**src/rtl/gpio_access_arbiter.sv**
```systemverilog
// Round-robin arbiter that shares one gpio_ip register port between NUM_REQ requesters.
// One access in flight at a time; every output comes straight from a flop.
module gpio_access_arbiter #(
    parameter int NUM_REQ = 2,
    parameter int DW      = 32,
    parameter int RD_LAT  = 1
) (
    input  logic                  clk,
    input  logic                  rst,
    input  logic [NUM_REQ-1:0]    req_valid,
    input  logic [NUM_REQ-1:0]    req_we,
    input  logic [NUM_REQ*DW-1:0] req_wdata,
    output logic [NUM_REQ-1:0]    req_ready,
    output logic [NUM_REQ-1:0]    rsp_valid,
    output logic [DW-1:0]         rsp_rdata,
    output logic                  busy,
    output logic                  gpio_sel,
    output logic                  gpio_write_en,
    output logic                  gpio_read_en,
    output logic [DW-1:0]         gpio_wdata,
    input  logic [DW-1:0]         gpio_rdata
);

    localparam int PW = (NUM_REQ > 1) ? $clog2(NUM_REQ) : 1;

    typedef enum logic [1:0] {IDLE, ISSUE, WAIT, RESP} state_e;

    state_e              state_q, state_d;
    logic [PW-1:0]       ptr_q, ptr_d;
    logic [PW-1:0]       grant_q, grant_d;
    logic                we_q, we_d;
    logic [DW-1:0]       wdata_q, wdata_d;
    logic [1:0]          cnt_q, cnt_d;

    logic [NUM_REQ-1:0]  req_ready_q, req_ready_d;
    logic [NUM_REQ-1:0]  rsp_valid_q, rsp_valid_d;
    logic [DW-1:0]       rsp_rdata_q, rsp_rdata_d;
    logic                busy_q, busy_d;
    logic                gpio_sel_q, gpio_sel_d;
    logic                gpio_write_en_q, gpio_write_en_d;
    logic                gpio_read_en_q, gpio_read_en_d;
    logic [DW-1:0]       gpio_wdata_q, gpio_wdata_d;

    logic                pick_found;
    logic [PW-1:0]       pick_idx;
    logic [PW-1:0]       cand;
    logic [NUM_REQ-1:0]  grant_oh;
    logic                issue_d;

    // Search upward from the slot after the last winner, wrapping, so the last winner goes last.
    always_comb begin
        pick_found = 1'b0;
        pick_idx   = '0;
        cand       = '0;
        for (int i = 1; i <= NUM_REQ; i++) begin
            cand = PW'((int'(ptr_q) + i) % NUM_REQ);
            if (!pick_found && req_valid[cand]) begin
                pick_found = 1'b1;
                pick_idx   = cand;
            end
        end
    end

    always_comb begin
        // NOTE: every variable gets its hold value first so no path through the case infers a latch.
        state_d     = state_q;
        ptr_d       = ptr_q;
        grant_d     = grant_q;
        we_d        = we_q;
        wdata_d     = wdata_q;
        cnt_d       = cnt_q;
        rsp_rdata_d = rsp_rdata_q;

        unique case (state_q)
            IDLE: begin
                if (pick_found) begin
                    grant_d = pick_idx;
                    ptr_d   = pick_idx;
                    we_d    = req_we[pick_idx];
                    wdata_d = req_wdata[pick_idx*DW +: DW];
                    state_d = ISSUE;
                end
            end
            ISSUE: begin
                if (we_q) begin
                    state_d = RESP;
                end else if (RD_LAT == 0) begin
                    rsp_rdata_d = gpio_rdata;
                    state_d     = RESP;
                end else begin
                    cnt_d   = 2'(RD_LAT - 1);
                    state_d = WAIT;
                end
            end
            WAIT: begin
                if (cnt_q == 2'd0) begin
                    rsp_rdata_d = gpio_rdata;
                    state_d     = RESP;
                end else begin
                    cnt_d = cnt_q - 2'd1;
                end
            end
            RESP:    state_d = IDLE;
            default: state_d = IDLE;
        endcase

        // Outputs are decoded from the next state so the flops present them during that state.
        grant_oh          = '0;
        grant_oh[grant_d] = 1'b1;
        issue_d           = (state_d == ISSUE);
        gpio_sel_d        = issue_d;
        gpio_write_en_d   = issue_d & we_d;
        gpio_read_en_d    = issue_d & ~we_d;
        gpio_wdata_d      = issue_d ? wdata_d : gpio_wdata_q;
        req_ready_d       = issue_d ? grant_oh : '0;
        rsp_valid_d       = (state_d == RESP) ? grant_oh : '0;
        busy_d            = (state_d != IDLE);
    end

    // NOTE: sequential state uses non-blocking assignments only; reset clears everything at once.
    always_ff @(posedge clk or negedge rst) begin
        if (!rst) begin
            state_q         <= IDLE;
            ptr_q           <= PW'(NUM_REQ - 1);
            grant_q         <= '0;
            we_q            <= 1'b0;
            wdata_q         <= '0;
            cnt_q           <= '0;
            req_ready_q     <= '0;
            rsp_valid_q     <= '0;
            rsp_rdata_q     <= '0;
            busy_q          <= 1'b0;
            gpio_sel_q      <= 1'b0;
            gpio_write_en_q <= 1'b0;
            gpio_read_en_q  <= 1'b0;
            gpio_wdata_q    <= '0;
        end else begin
            state_q         <= state_d;
            ptr_q           <= ptr_d;
            grant_q         <= grant_d;
            we_q            <= we_d;
            wdata_q         <= wdata_d;
            cnt_q           <= cnt_d;
            req_ready_q     <= req_ready_d;
            rsp_valid_q     <= rsp_valid_d;
            rsp_rdata_q     <= rsp_rdata_d;
            busy_q          <= busy_d;
            gpio_sel_q      <= gpio_sel_d;
            gpio_write_en_q <= gpio_write_en_d;
            gpio_read_en_q  <= gpio_read_en_d;
            gpio_wdata_q    <= gpio_wdata_d;
        end
    end

    assign req_ready     = req_ready_q;
    assign rsp_valid     = rsp_valid_q;
    assign rsp_rdata     = rsp_rdata_q;
    assign busy          = busy_q;
    assign gpio_sel      = gpio_sel_q;
    assign gpio_write_en = gpio_write_en_q;
    assign gpio_read_en  = gpio_read_en_q;
    assign gpio_wdata    = gpio_wdata_q;

endmodule

```
**config.mk**
```make
export PLATFORM = sky130hd
export DESIGN_NAME = gpio_access_arbiter
export DESIGN_NICKNAME = d
export VERILOG_FILES = /design/src/rtl/gpio_access_arbiter.sv
export SDC_FILE = /design/constraint.sdc
export NUM_CORES = 1
export LEC_CHECK = 0
export BUFFER_PORTS_ARGS = -buffer_cell sky130_fd_sc_hd__buf_2
export CAP_MARGIN = 20
export CORE_AREA = 2 2 82 116
export CTS_CLUSTER_SIZE = 14
export DETAILED_ROUTE_END_ITERATION = 8
export DIE_AREA = 0 0 84 118
export GPL_TIMING_DRIVEN = 0
export PLACE_DENSITY_LB_ADDON = 0.15
export SYNTH_ARGS = -nofsm -noshare
export SYNTH_HDL_FRONTEND = slang
export SYNTH_SLANG_ARGS = --single-unit
```
**constraint.sdc**
```tcl
create_clock -name clk -period 3.2 [get_ports clk]
set_input_delay 0.32 -clock clk [delete_from_list [all_inputs] [get_ports clk]]
set_output_delay 0.32 -clock clk [all_outputs]
set_load 0.02 [all_outputs]
```
==> impl_results.md <==
* Status: finished, final reports clean
* Worst-path clk slew at 0.07 ns
* Buffer depth of the longest clock path at 2
* Detail Placement HPWL at 7250 um
* Headroom to the max-slew limit at 54.3%
* Area grow syn2layout at 27.9%
* CP Max Fanout at 10
* Pre-CTS setup slack at 0.978 ns
* Pin count of the biggest net entering global routing at 60
* Worst path cell trace: inv_1, ha_1, a22oi_2, a211oi_4, nor2b_4, buf_12, buf_12, mux2_4
* Antenna diodes at 0
* Final WL at 9810 um
* Peak VDD IR at 0.650 mV
* Crit path top cell by count: buf_12
* Clock sink count at 111
* Fraction of layout cells with a size suffix above 1 at 49.0%
* Final setup viols at 0
* Crit Reg-Reg Endpoint: gpio_wdata[14]$_DFFE_PN0N_
* Fin nets at 657
* PortBufs at 173
* Reg2Reg Depth at 8
* Critical Path Stages at 8
* Slowest cell on crit path: dfrtp_1
* CTS tree: yes
* Clk Latency, worst-skew pair at 0.34 ns
* Critical Path End Type: flip-flop
* GR Overflow Total at 0
* Setup repair bufs after CTS at 0
* 1st-iter DRT viols at 123
* Cell area power density at 1180 nW/um^2
* R2R setup slack at 0.97 ns
* Synthesized instance count at 365
* Post-DRT Antenna Nets at 0
* Post_cts resized at 0
* Post-DR wirelength/cell at 14.8 um
* Yosys cell types at 30
* Unrepaired setup endpoints after global routing: false
* Final instance area at 5910 um^2
* Synth Register Bits at 111
* First-pass GRT wire length at 16600 um
* Total negative slack at 0 ns
* Hold Crit Class: in2async
* Period utilization at 69.8%
* Worst path max stage delay at 0.43 ns
* Core Area at 8870 um^2
* Vias at 3352
* Final WS setup at 0.968 ns
* CP Data Required Time at 3.43 ns
* DRT Pass-1 Iters at 4
* Placed inst area at 5650 um^2
* Die Area at 9910 um^2
* Worst slew pin tran at 0.686 ns
* Sequential fraction of the synthesis area at 60.2%
* Root Driver: clkbuf_16
* Synth Cell Area at 4620 um^2
* Vias per inst at 5.06
* Max Slew Vio Count at 0
* Initial Util at 52.1%
* CTS H-Tree Depth at 3
* Number of global-route vias before repair at 3600
* WP buf/inv at 3
* FMAX at 0.448 GHz
* GP Congestion at 0.780
* Ys Warns at 0
* Top delay family on crit path: compound AO/OA/AOI/OAI gates
* Max-cap viol count at 0
* Critical path arrival at 2.46 ns
* FF-to-FF Start: state_q[0]$_DFF_PN0_
* Critical path class: reg2reg
* Gr usage total at 21.0%
* Hold buffers post-CTS at 0
* Die height at 118 um
* # DRC at 0
* Static Leak at 0.00291 uW
* Startpoint types: flip-flop
* Clk_skew at 0.00679 ns
* Num CTS Buffers at 9
* IO Pins at 174
* Syn_nets at 472
* Initial antenna violation count at 0
* Width of the die at 84 um
* Minimum clock period at 2.23 ns
* Row cnt at 41
* Hold violation count in the final report at 0
* Syn_area_per_cell at 12.7 um^2
==> sequential cells by signal, indices dropped and copies added (netlist names), 2 cells and up <==
register	count
gpio_wdata	32
req_ready	2
cnt_q	2
state_q	2
rsp_valid	2
rsp_rdata	32
wdata_q	32
==> Yosys cell counts <==
master / count / area (um^2)
inv_1: 4 / 15.0
buf_12: 4 / 80.1
o21a_1: 1 / 7.51
nand2_1: 39 / 146
nor2b_1: 1 / 6.26
a22oi_2: 1 / 12.5
nor3b_1: 1 / 7.51
buf_1: 3 / 11.3
and2_1: 2 / 12.5
a22o_1: 1 / 8.76
o21ai_0: 3 / 15.0
dfstp_2: 1 / 26.3
buf_2: 8 / 40.0
o21ai_1: 1 / 5.00
mux2_2: 38 / 428
nor2_1: 35 / 131
a211oi_4: 1 / 20.0
a21oi_1: 65 / 325
and3_2: 1 / 7.51
a31oi_1: 2 / 12.5
mux2_4: 26 / 390
a21boi_2: 1 / 11.3
nor4b_4: 1 / 23.8
a21bo_2: 1 / 10.0
dfrtp_1: 110 / 2750
nor2b_4: 1 / 13.8
clkbuf_1: 6 / 22.5
a211oi_1: 1 / 7.51
ha_1: 5 / 62.6
or2_2: 1 / 6.26
==> final cells by class <==
| cell class | count | area [um^2] |
|---|---|---|
| fill | 709 | 2970 |
| sequential | 111 | 2780 |
| tap | 107 | 134 |
| clock buffer | 12 | 236 |
| inverter | 4 | 15.0 |
| clock inverter | 4 | 22.5 |
| buffer | 21 | 154 |
| multi-input combinational | 229 | 1670 |
| timing repair buffer | 174 | 896 |
==> cells by family (layout without fill, tap and decap cells) <==
| group | Yosys count | after routing | synth area share, % |
|---|---|---|---|
| DFF | 111 | 111 | 60.2 |
| and+or+nand+nor | 82 | 82 | 7.69 |
| AOI/OAI and AO/OA | 78 | 78 | 9.43 |
| muxes | 64 | 64 | 17.7 |
| buffers and inverters | 25 | 215 | 3.66 |
| adders and majority gates | 5 | 5 | 1.35 |
==> through the flow <==
step | total power [uW] | hold slack [ns] | cells | utilization [%]
floorplan | 5090 | 0.0244 | 365 | -
global placement | 5960 | 0.467 | 645 | 63.3
detailed placement | 6070 | 0.405 | 646 | 63.7
CTS | 7080 | 0.0326 | 662 | 66.6
global route | 7470 | 0.0524 | 662 | 66.6
finish | 7000 | 0.00796 | 662 | 66.6
==> worst max path at each step <==
stage	slack (ns)	startpoint	endpoint
finish	0.97	state_q[0]$_DFF_PN0_	gpio_wdata[14]$_DFFE_PN0N_
detailed placement	0.98	state_q[0]$_DFF_PN0_	gpio_wdata[11]$_DFFE_PN0N_
CTS	0.96	state_q[0]$_DFF_PN0_	gpio_wdata[8]$_DFFE_PN0N_
global placement	0.60	rst	gpio_wdata[15]$_DFFE_PN0N_
global route	0.79	state_q[0]$_DFF_PN0_	gpio_wdata[12]$_DFFE_PN0N_
floorplan	1.17	state_q[0]$_DFF_PN0_	gpio_wdata[10]$_DFFE_PN0N_
==> report_power, final <==
part	internal (uW)	switching (uW)
logic	1710	1860
registers	2140	299
clock network	525	474
==> cells in the final DEF (no fill, tap or decap) <==
cell	Yosys	layout
a21boi_2	1	1
dfrtp_1	110	110
nand2_1	39	39
o21ai_1	1	1
clkbuf_1	6	9
o21a_1	1	1
or2_2	1	1
and2_1	2	2
ha_1	5	5
a211oi_4	1	1
a31oi_1	2	2
and3_2	1	1
nor3b_1	1	1
buf_16	0	1
nor2_1	35	35
inv_1	4	4
nor2b_1	1	1
mux2_4	26	26
nor2b_4	1	1
clkbuf_16	0	9
clkinv_2	0	3
a211oi_1	1	1
dfstp_2	1	1
o21ai_0	3	3
buf_2	8	180
buf_12	4	4
a21bo_2	1	1
a22oi_2	1	1
clkinvlp_4	0	1
mux2_2	38	38
a21oi_1	65	65
buf_4	0	1
nor4b_4	1	1
buf_1	3	3
a22o_1	1	1
==> worst reg2reg max path, cell delays in order (launching register included) <==
cell	delay (ns)
dfrtp_1	0.43
inv_1	0.12
ha_1	0.25
a22oi_2	0.14
a211oi_4	0.35
nor2b_4	0.22
buf_12	0.15
buf_12	0.16
mux2_4	0.31
==> layer usage <==
metal	wire length, um	global-route usage (%)
met5	0	0
met4	243	9.68
met3	607	3.93
met2	4950	35.7
met1	4010	25.7
Note: power is estimated with default switching activity, not from simulation.
